--- config.mk ---
export PLATFORM = sky130hd
export DESIGN_NAME = hex_sr_ctrl
export DESIGN_NICKNAME = d
export VERILOG_FILES = /design/src/rtl/hex_sr_pkg.sv /design/src/rtl/hex_sr_pos_ctr.sv /design/src/rtl/hex_sr_ctrl.sv
export SDC_FILE = /design/constraint.sdc
export NUM_CORES = 1
export LEC_CHECK = 0
export BUFFER_PORTS_ARGS = -buffer_cell sky130_fd_sc_hd__buf_2
export CORE_ASPECT_RATIO = 0.8
export CORE_MARGIN = 2
export CORE_UTILIZATION = 31
export CTS_BUF_LIST = sky130_fd_sc_hd__clkbuf_8
export CTS_CLUSTER_SIZE = 10
export DETAILED_ROUTE_END_ITERATION = 6
export GPL_ROUTABILITY_DRIVEN = 0
export PLACE_DENSITY = 0.53
export SKIP_LAST_GASP = 1
export SLEW_MARGIN = 25
export SYNTH_ARGS = -nofsm -noshare
export SYNTH_HDL_FRONTEND = slang
export SYNTH_SLANG_ARGS = --single-unit
--- constraint.sdc ---
create_clock -name clk -period 3.2 [get_ports clk]
set_clock_uncertainty 0.1 [all_clocks]
set_input_delay 0 -clock clk [delete_from_list [all_inputs] [get_ports clk]]
set_output_delay 0 -clock clk [all_outputs]
set_load 0.01 [all_outputs]
--- src/rtl/hex_sr_pkg.sv ---
// -----------------------------------------------------------------------------
// hex_sr_pkg
// Shared definitions for the recirculating hex shift register array and its
// load/readback controller.
//   HEX_SR_WIDTH   : lanes per slot (bits per stored word)
//   HEX_SR_LENGTH  : stages per lane (number of addressable slots)
//   hex_sr_state_e : controller operating mode
// -----------------------------------------------------------------------------
package hex_sr_pkg;

   localparam int HEX_SR_WIDTH  = 6;
   localparam int HEX_SR_LENGTH = 70;

   typedef enum logic [1:0] {
      IDLE = 2'd0,
      LOAD = 2'd1,
      READ = 2'd2
   } hex_sr_state_e;

endpackage : hex_sr_pkg

--- src/rtl/hex_sr_pos_ctr.sv ---
// -----------------------------------------------------------------------------
// hex_sr_pos_ctr
// Modulo-LENGTH up-counter tracking which slot is currently at the array output.
// Advances on every clk edge, in lock-step with the array rotation.
//   clk   : system clock (shared with the shift register array)
//   rst   : synchronous, active-high reset; forces count to 0
//   count : current slot index, 0..LENGTH-1
// -----------------------------------------------------------------------------
module hex_sr_pos_ctr
   import hex_sr_pkg::*;
#(
   parameter int LENGTH = HEX_SR_LENGTH,
   parameter int CW     = $clog2(LENGTH)
) (
   input  logic          clk,
   input  logic          rst,
   output logic [CW-1:0] count
);

   localparam logic [CW-1:0] LAST_IDX = CW'(LENGTH - 32'd1);
   localparam logic [CW-1:0] ONE      = CW'(32'd1);

   logic [CW-1:0] count_r;

   // Slot counter: wraps from LENGTH-1 back to 0.
   always_ff @(posedge clk) begin
      if (rst) begin
         count_r <= {CW{1'b0}};
      end else if (count_r == LAST_IDX) begin
         count_r <= {CW{1'b0}};
      end else begin
         count_r <= count_r + ONE;
      end
   end

   assign count = count_r;

endmodule : hex_sr_pos_ctr

--- src/rtl/hex_sr_ctrl.sv ---
// -----------------------------------------------------------------------------
// hex_sr_ctrl
// Load/readback controller for the recirculating hex shift register array.
// Maps the free-running rotation onto addressable slots: a write stream fills
// slots 0..LENGTH-1 in order, a read stream drains them in order.
//   clk, rst            : shared clock, synchronous active-high reset
//   load_start          : pulse, start loading slots 0..LENGTH-1
//   read_start          : pulse, start reading slots 0..LENGTH-1
//   in_valid/in_data    : write stream from producer
//   in_ready            : write word accepted this cycle
//   out_valid/out_data  : read stream to consumer
//   out_ready           : consumer takes the read word
//   sr_recirc/sr_data   : to the array (1 = recirculate, 0 = shift in sr_data)
//   sr_q                : array output, holds the word of slot pos
//   pos                 : slot index currently at the array output
//   busy                : an operation is in progress
//   done                : one-cycle pulse after the last transfer
// -----------------------------------------------------------------------------
module hex_sr_ctrl
   import hex_sr_pkg::*;
#(
   parameter  int LENGTH = HEX_SR_LENGTH,
   parameter  int WIDTH  = HEX_SR_WIDTH,
   localparam int CW     = $clog2(LENGTH)
) (
   input  logic             clk,
   input  logic             rst,
   input  logic             load_start,
   input  logic             read_start,
   input  logic             in_valid,
   input  logic [WIDTH-1:0] in_data,
   output logic             in_ready,
   output logic             out_valid,
   output logic [WIDTH-1:0] out_data,
   input  logic             out_ready,
   output logic             sr_recirc,
   output logic [WIDTH-1:0] sr_data,
   input  logic [WIDTH-1:0] sr_q,
   output logic [CW-1:0]    pos,
   output logic             busy,
   output logic             done
);

   localparam logic [CW-1:0] LAST_IDX = CW'(LENGTH - 32'd1);
   localparam logic [CW-1:0] ONE      = CW'(32'd1);

   hex_sr_state_e  state_r, state_s;
   logic [CW-1:0]  wr_idx_r, wr_idx_s;
   logic [CW-1:0]  rd_idx_r, rd_idx_s;
   logic           done_r, done_s;
   logic           busy_r;
   logic [CW-1:0]  pos_s;
   logic           wr_slot_s;
   logic           rd_slot_s;

   hex_sr_pos_ctr #(
      .LENGTH (LENGTH),
      .CW     (CW)
   ) u_pos_ctr (
      .clk   (clk),
      .rst   (rst),
      .count (pos_s)
   );

   // The next slot to fill/drain is only reachable while it sits at the output.
   assign wr_slot_s = (pos_s == wr_idx_r);
   assign rd_slot_s = (pos_s == rd_idx_r);

   // Next-state and array/stream drive; every slot not being written recirculates.
   always_comb begin
      state_s   = state_r;
      wr_idx_s  = wr_idx_r;
      rd_idx_s  = rd_idx_r;
      done_s    = 1'b0;
      sr_recirc = 1'b1;
      sr_data   = {WIDTH{1'b0}};
      in_ready  = 1'b0;
      out_valid = 1'b0;
      out_data  = {WIDTH{1'b0}};
      case (state_r)
         IDLE: begin
            // Load has priority; a coincident read_start is dropped.
            if (load_start) begin
               state_s  = LOAD;
               wr_idx_s = {CW{1'b0}};
            end else if (read_start) begin
               state_s  = READ;
               rd_idx_s = {CW{1'b0}};
            end else begin
               state_s  = IDLE;
            end
         end
         LOAD: begin
            in_ready = wr_slot_s;
            if (in_valid && wr_slot_s) begin
               sr_recirc = 1'b0;
               sr_data   = in_data;
               if (wr_idx_r == LAST_IDX) begin
                  state_s  = IDLE;
                  done_s   = 1'b1;
                  wr_idx_s = {CW{1'b0}};
               end else begin
                  wr_idx_s = wr_idx_r + ONE;
               end
            end else begin
               // Missed window: the same slot comes round again LENGTH cycles on.
               wr_idx_s = wr_idx_r;
            end
         end
         READ: begin
            out_valid = rd_slot_s;
            if (rd_slot_s) begin
               out_data = sr_q;
            end else begin
               out_data = {WIDTH{1'b0}};
            end
            if (rd_slot_s && out_ready) begin
               if (rd_idx_r == LAST_IDX) begin
                  state_s  = IDLE;
                  done_s   = 1'b1;
                  rd_idx_s = {CW{1'b0}};
               end else begin
                  rd_idx_s = rd_idx_r + ONE;
               end
            end else begin
               rd_idx_s = rd_idx_r;
            end
         end
         default: begin
            state_s = IDLE;
         end
      endcase
   end

   // State, indices and registered status flags.
   always_ff @(posedge clk) begin
      if (rst) begin
         state_r  <= IDLE;
         wr_idx_r <= {CW{1'b0}};
         rd_idx_r <= {CW{1'b0}};
         done_r   <= 1'b0;
         busy_r   <= 1'b0;
      end else begin
         state_r  <= state_s;
         wr_idx_r <= wr_idx_s;
         rd_idx_r <= rd_idx_s;
         done_r   <= done_s;
         busy_r   <= (state_s != IDLE);
      end
   end

   assign pos  = pos_s;
   assign busy = busy_r;
   assign done = done_r;

endmodule : hex_sr_ctrl

==> out/summary.json, run 1 <==
{
  "globalRouteTotalUtil_pct": 14.3,
  "cts_resized": 0,
  "end_kind": "flip-flop",
  "synth_largest_type_area_fraction_pct": 26.6,
  "clk_transition_reported_paths_ns": 0.10,
  "dp_worst_setup_slack_ns": 0.640,
  "cp_top_family": "compound AO/OA/AOI/OAI gates",
  "cts_tree": "done",
  "number_of_flops_mapped_to_enable_cells_by_yosys": 0,
  "worst_r2r_endpoint": "rd_idx_r[2]",
  "crit_path_frequent_cell": "inv_1",
  "wl_final_um": 4590,
  "mean_cell_area_of_the_mapped_netlist_um2": 8.44,
  "power_density_nw_per_um2": 299,
  "cts_htree_levels": 1,
  "grt_setup_unrepaired": "false",
  "clockBufferDepth": 2,
  "finalSetupViolCount": 0,
  "path_max_fanout": 9,
  "global_route_wire_length_before_repair_um": 7850,
  "setup.worst_path.start_class": "flip-flop",
  "crit_chain": "inv_1 > ha_1 > nor2b_1 > a22oi_1 > buf_2 > inv_1 > a21o_1 > o21ba_2",
  "cts.hold.buffers_added": 3,
  "cts_setup_buffers": 0,
  "clkLatencyLatePin_ns": 0.27,
  "cts_made_buffers": 3,
  "synthMostInstantiatedCell": "dfxtp_1",
  "drt_first_pass_iters": 4,
  "worst_ep_required_time_ns": 3.33,
  "fmaxAchievable_mhz": 432,
  "rows": 25,
  "syn2layout_area_growth_pct": 17.4,
  "place_area_um2": 2130,
  "overall_power_after_layout_uw": 662,
  "clkSinkCount": 25,
  "rr_startpoint": "state_r[0]",
  "syn-num-nets": 251,
  "report.final.slew_viol_count": 0,
  "die_w_um": 91.1,
  "initial_utilization_pct": 32.0,
  "drtIter0Drc": 101,
  "core_um2": 5880,
  "cp.buffers_inverters": 3,
  "timing.critical_path.arrival_ns": 2.44,
  "slew_headroom_pct": 64.4,
  "timing_hold_violations_final": 0,
  "fillers": 630,
  "ioPinCount": 42,
  "post-dp-hpwl_um": 3490,
  "wl_per_cell_um": 13.4,
  "worst-path-stages": 8,
  "final.min_clock_period_ns": 2.31,
  "finalSetupTns_ns": 0,
  "vias_in_the_first_global_route": 1663,
  "postRouteAntennaNets": 0,
  "cp_slowest_stage_delay_ns": 0.42,
  "critical_path.startpoint": "state_r[0]",
  "min_path_type": "in -> reg",
  "nNetsFinal": 290,
  "static-leakage-power_nw": 0.846,
  "pin_count_of_the_biggest_net_entering_global_routing": 15,
  "avgViaCountPerCell": 5.20,
  "yosys_warnings": 0,
  "hold_path.startpoint": "out_ready",
  "yosysTopAreaCell": "dfxtp_1",
  "synth.ff_latch_count": 25,
  "setup.reg_to_reg.worst_slack_ns": 0.89,
  "route.vias.total": 1778,
  "synth.area.top_cells": "dfxtp_1, xnor2_1, ha_1",
  "outcome": "finished, final reports clean",
  "total_drc_errors_in_the_routed_layout": 0,
  "async_reset_ff_share_pct": 0,
  "antenna_found_initial": 0,
  "ir_drop_uv": 131,
  "critical_path.slowest_cell": "a22oi_1",
  "worst_pin_slew_ns": 0.533,
  "layout-drive-gt1-share_pct": 24.9,
  "synth_cell_count_leaders": "dfxtp_1, nor2_1, xnor2_1",
  "num_antenna_cells": 0,
  "floorplan.die_area_um2": 6720,
  "fin_hold_ws_ns": 0.155,
  "layout_worst_path_cycle_share_pct": 72.3,
  "final_area_um2": 2210,
  "crit_type": "reg -> reg",
  "ys_types": 55,
  "syn-instance-count": 223,
  "placement.io_buffers": 41,
  "postSynth.topFlopCell": "dfxtp_1",
  "cts.root.buffer_cell": "clkbuf_8",
  "timing.reg2reg.worst_path_depth": 8,
  "syn-cell-area_um2": 1880,
  "synth-seq-area-share_pct": 26.6,
  "timing.critical_path.to": "rd_idx_r[2]",
  "drv.max_cap_violation_count": 0,
  "grt.overflow.total": 0,
  "die-height_um": 73.7,
  "final_critical_path_setup_slack_ns": 0.886
}
-- area by class of cell --
cell class                 count  area [um^2]  area share, %
sequential                    25          500           22.6
clock inverter                 1         5.00          0.226
clock buffer                   3         41.3           1.87
multi-input combinational    170         1250           56.6
tap                           81          101           4.58
inverter                      15         56.3           2.55
timing repair buffer          47          255           11.5
-- stage by stage --
stage / std cells / utilization [%]
final: 342 / 37.6
after CTS: 341 / 37.5
after global placement: 334 / 36.2
after detailed placement: 334 / 36.2
after global routing: 342 / 37.6
after floorplan: 223 / -
-- worst min-delay path by stage --
stage / depth (start not counted) / slack, ns / to
after floorplan: 1 / 0.04 / out_data[0]
after global placement: 3 / 0.19 / sr_data[1]
after detailed placement: 3 / 0.19 / sr_data[3]
after CTS: 5 / 0.15 / rd_idx_r[5]
after global routing: 5 / 0.19 / rd_idx_r[6]
final: 5 / 0.16 / rd_idx_r[5]
-- power breakdown --
| group | internal, mW | switching (mW) | total [mW] |
|---|---|---|---|
| Sequential | 0.317 | 0.00911 | 0.327 |
| Clock | 0.0874 | 0.111 | 0.199 |
| Combinational | 0.0548 | 0.0817 | 0.136 |
-- layout by cell type, fill, tap and decap left out, types with 2 or more instances in the layout --
cell	n
dlygate4sd3_1	3
nor2_1	17
nor2b_1	3
nand4_2	3
nor4bb_1	2
xnor2_1	17
o31ai_1	4
nand4_1	6
a21oi_1	7
a31oi_1	8
nor3_1	5
buf_4	2
a31o_2	3
nand2_1	6
o211ai_1	2
inv_1	15
buf_2	42
or4_1	3
o21ai_0	8
nor4_1	4
clkbuf_8	3
and3_1	3
nand3_1	11
o21a_1	6
ha_1	10
dfxtp_1	25
and2_1	14
-- layer usage --
layer,track usage (%),vias up,routed length [um]
li1,-,881,-
met1,18.8,843,2320
met2,24.2,52,1970
met3,2.97,2,271
met4,3.37,0,29
met5,0,-,0
-- sequential cells by signal (all words and copies together) (netlist names) --
signal           count
u_pos_ctr.count      7
state_r              2
rd_idx_r             7
busy                 1
done                 1
wr_idx_r             7
-- logic make-up after synthesis --
family          Yosys count  synth area share [%]
xor+xnor                 19                  9.24
simple gates             87                  28.2
mux                       2                  1.13
compound gates           52                  21.2
flops                    25                  26.6
buf+inv                  28                  6.98
fa+ha+maj                10                  6.64
-- worst reg2reg max path: cells and delay by family (launching register included) --
family                     cells  cell delay (ns)
AOI/OAI and AO/OA              3             0.88
buffers and inverters          3             0.52
DFF                            1             0.38
adders and majority gates      1             0.24
and+or+nand+nor                1             0.15
(Power assumes the default switching activity.)
==> run 2: changes to the inputs <==
--- a/config.mk
+++ b/config.mk
@@ -5,6 +5,7 @@
 export SDC_FILE = /design/constraint.sdc
 export NUM_CORES = 1
 export LEC_CHECK = 0
+export ABC_AREA = 1
 export BUFFER_PORTS_ARGS = -buffer_cell sky130_fd_sc_hd__buf_2
 export CORE_ASPECT_RATIO = 0.8
 export CORE_MARGIN = 2
@@ -13,7 +14,7 @@
 export CTS_CLUSTER_SIZE = 10
 export DETAILED_ROUTE_END_ITERATION = 6
 export GPL_ROUTABILITY_DRIVEN = 0
-export PLACE_DENSITY = 0.53
+export PLACE_DENSITY = 0.54
 export SKIP_LAST_GASP = 1
 export SLEW_MARGIN = 25
 export SYNTH_ARGS = -nofsm -noshare
==> constraint.sdc (replaced) <==
create_clock -name clk -period 1.9 [get_ports clk]
set_clock_uncertainty 0.1 [all_clocks]
set_input_delay 0 -clock clk [delete_from_list [all_inputs] [get_ports clk]]
set_output_delay 0 -clock clk [all_outputs]
set_load 0.01 [all_outputs]
==> run 2 against run 1 <==
Via count increased by 7.0%. Highest routed layer unchanged. Critical path depth down 2. Clock power is 64% higher. Sequential cell count stayed put. Clock-buffer cell count unchanged. Worst setup slack got worse by 0.72 ns. Wire length increased by 5.2%. Critical endpoint is now wr_idx_r[3].
==> out/summary.json, run 2 <==
{
  "most-common-layout-cells": "nand2_1, buf_2, nor2_1, inv_1, nand3_1",
  "timing.critical_path.arrival": {"value": 1.85, "unit": "ns", "change": "-0.59 ns"},
  "synth_cell_count_leaders": "nand2_1, nor2_1, inv_1",
  "setup.reg_to_reg.worst_slack": {"value": 0.16, "unit": "ns", "change": "-0.72 ns"},
  "mean_cell_area_of_the_mapped_netlist": {"value": 6.42, "unit": "um^2", "change": "-24%"},
  "outcome": "finished, final reports clean",
  "core": {"value": 5880, "unit": "um^2", "change": "unchanged"},
  "min_path_type": "in -> reg",
  "postRouteAntennaNets": {"value": 0, "change": "unchanged"},
  "synth.area.top_cells": "dfxtp_1, nand2_1, nor2_1",
  "cts.root.buffer_cell": "clkbuf_8",
  "syn-instance-count": {"value": 291, "change": "+30%"},
  "fin_hold_ws": {"value": 0.0300, "unit": "ns", "change": "-0.125 ns"},
  "pin_count_of_the_biggest_net_entering_global_routing": {"value": 14, "change": "-1"},
  "vias_in_the_first_global_route": {"value": 1702, "change": "+2.3%"},
  "cts_made_buffers": {"value": 3, "change": "unchanged"},
  "die-height": {"value": 73.5, "unit": "um", "change": "-0.35%"},
  "grt_setup_unrepaired": "false",
  "cts_tree": "done",
  "clkSinkCount": {"value": 25, "change": "unchanged"},
  "rows": {"value": 25, "change": "unchanged"},
  "floorplan.die_area": {"value": 6670, "unit": "um^2", "change": "-0.69%"},
  "final.min_clock_period": {"value": 1.74, "unit": "ns", "change": "-0.578 ns"},
  "clkLatencyLatePin": {"value": 0.27, "unit": "ns", "change": "about the same"},
  "route.vias.total": {"value": 1903, "change": "+7.0%"},
  "num_antenna_cells": {"value": 0, "change": "unchanged"},
  "wl_final": {"value": 4820, "unit": "um", "change": "+5.2%"},
  "path_max_fanout": {"value": 7, "change": "-2"},
  "drv.max_cap_violation_count": {"value": 0, "change": "unchanged"},
  "avgViaCountPerCell": {"value": 4.50, "change": "-13%"},
  "end_kind": "flip-flop",
  "static-leakage-power": {"value": 1.09, "unit": "nW", "change": "+29%"},
  "layout_worst_path_cycle_share": {"value": 91.4, "unit": "%", "change": "+19 points"},
  "global_route_wire_length_before_repair": {"value": 8130, "unit": "um", "change": "+3.6%"},
  "nNetsFinal": {"value": 371, "change": "+28%"},
  "setup.worst_path.start_class": "flip-flop",
  "synth.ff_latch_count": {"value": 25, "change": "unchanged"},
  "cts_htree_levels": {"value": 1, "change": "unchanged"},
  "worst_ep_required_time": {"value": 2.01, "unit": "ns", "change": "-1.32 ns"},
  "drtIter0Drc": {"value": 122, "change": "+21%"},
  "globalRouteTotalUtil": {"value": 15.0, "unit": "%", "change": "+0.71 points"},
  "overall_power_after_layout": {"value": 1.34, "unit": "mW", "change": "+100%"},
  "yosysTopAreaCell": "dfxtp_1",
  "power_density": {"value": 583, "unit": "nW/um^2", "change": "+95%"},
  "fmaxAchievable": {"value": 576, "unit": "MHz", "change": "+33%"},
  "clk_transition_reported_paths": {"value": 0.09, "unit": "ns", "change": "about the same"},
  "ir_drop": {"value": 292, "unit": "uV", "change": "+120%"},
  "syn-num-nets": {"value": 319, "change": "+27%"},
  "report.final.slew_viol_count": {"value": 0, "change": "unchanged"},
  "placement.io_buffers": {"value": 41, "change": "unchanged"},
  "total_drc_errors_in_the_routed_layout": {"value": 0, "change": "unchanged"},
  "post_layout_nonfiller_instances": {"value": 423, "change": "+24%"},
  "async_reset_ff_share": {"value": 0, "unit": "%", "change": "unchanged"},
  "initial_utilization": {"value": 31.8, "unit": "%", "change": "-0.23 points"},
  "wl_per_cell": {"value": 11.4, "unit": "um", "change": "-15%"},
  "drt_first_pass_iters": {"value": 4, "change": "unchanged"},
  "number_of_flops_mapped_to_enable_cells_by_yosys": {"value": 0, "change": "unchanged"},
  "dp_worst_setup_slack": {"value": 0.0627, "unit": "ns", "change": "-0.577 ns"},
  "worst_pin_slew": {"value": 0.346, "unit": "ns", "change": "-0.188 ns"},
  "synth-seq-area-share": {"value": 26.8, "unit": "%", "change": "+0.20 points"},
  "yosys_warnings": {"value": 0, "change": "unchanged"},
  "ys_types": {"value": 29, "change": "-47%"},
  "finalSetupViolCount": {"value": 0, "change": "unchanged"},
  "clockBufferDepth": {"value": 2, "change": "unchanged"},
  "ioPinCount": {"value": 42, "change": "unchanged"},
  "slew_headroom": {"value": 76.8, "unit": "%", "change": "+12 points"},
  "synth_largest_type_area_fraction": {"value": 26.8, "unit": "%", "change": "+0.20 points"},
  "grt.overflow.total": {"value": 0, "change": "unchanged"},
  "die_w": {"value": 90.8, "unit": "um", "change": "-0.35%"},
  "postSynth.topFlopCell": "dfxtp_1",
  "layout-drive-gt1-share": {"value": 23.1, "unit": "%", "change": "-1.8 points"},
  "syn-cell-area": {"value": 1870, "unit": "um^2", "change": "-0.73%"},
  "layout.core_utilization": {"value": 39.0, "unit": "%", "change": "+1.4 points"},
  "antenna_found_initial": {"value": 0, "change": "unchanged"},
  "synthMostInstantiatedCell": "nand2_1",
  "timing_hold_violations_final": {"value": 0, "change": "unchanged"},
  "layout.cells.most_common": "nand2_1",
  "syn2layout_area_growth_pct": 22.8,
  "fillers": {"value": 664, "change": "+5.4%"},
  "placed_cells": {"value": 415, "change": "+24%"},
  "final_critical_path_setup_slack": {"value": 0.164, "unit": "ns", "change": "-0.722 ns"},
  "post-dp-hpwl": {"value": 3740, "unit": "um", "change": "+7.2%"},
  "crit_type": "reg -> reg"
}
==> run 2: cell count changes after synthesis, sizes merged, moves of 4 or more <==
cell,before,now
nand2,6,81
nor2,17,43
inv,15,40
nand3,12,27
and2,14,0
xnor2,18,7
buf,12,2
a21oi,8,16
a31oi,8,0
xor2,1,8
o21a,6,0
o31ai,5,0
nor4,5,1
==> run 2: cell type report <==
type,instances,area [um^2],area share [%]
Clock inverter,1,3.75,0.163
Inverter,41,154,6.70
Clock buffer,3,41.3,1.80
Sequential cell,25,517,22.5
Tap cell,81,101,4.41
Timing Repair Buffer,51,288,12.5
Multi-Input combinational cell,221,1190,51.9
==> run 2: kinds of logic after synthesis <==
family | count (synthesis) | share of synthesized area, %
adders and majority gates | 10 | 6.69
DFF | 25 | 26.8
xor gates and xnor gates | 15 | 7.03
AOI/OAI and AO/OA | 22 | 6.49
buffers and inverters | 45 | 9.50
and+or+nand+nor | 174 | 43.5
==> run 2: where the power goes <==
| group | internal (mW) | switching, mW |
|---|---|---|
| combinational | 0.160 | 0.261 |
| clock | 0.145 | 0.182 |
| sequential | 0.551 | 0.0390 |
| total | 0.856 | 0.482 |
==> run 2: per-layer routing <==
layer	track usage (%)	part of all wire, %	up-vias	routed length [um]
met5	0	0	-	0
met4	3.37	1.2	0	59
met3	3.28	4.9	4	235
met2	21.8	39	40	1900
met1	22.5	55	832	2630
li1	-	-	1027	-
==> run 2: worst paths after layout <==
path                       from                  to  cells after the start
max                  state_r[1]         wr_idx_r[3]                      6
min                  read_start          state_r[1]                      5
max reg2reg          state_r[1]         wr_idx_r[3]                      6
min reg2reg  u_pos_ctr.count[0]  u_pos_ctr.count[0]                      1
==> run 2: critical path, cell delays in order, from the launching register on <==
cell,delay [ns]
dfxtp_2,0.36
inv_1,0.12
ha_1,0.37
inv_2,0.14
nor4_1,0.31
nand3_1,0.11
a21oi_1,0.16
==> run 2: stage by stage <==
step / TNS [ns] / cell area [um^2]
6_report: 0 / 2300
5_1_grt: 0 / 2300
4_1_cts: 0 / 2270
3_5_place_dp: 0 / 2200
3_3_place_gp: -0.00620 / 2200
2_1_floorplan: 0 / 1870
==> run 2: timing repair <==
item                       4_1_cts  5_1_grt
hold endpoints to repair        13        0
buffers inserted                 0        1
setup endpoints to repair        0       30
gates resized for setup          0       12
hold buffers                     3        0
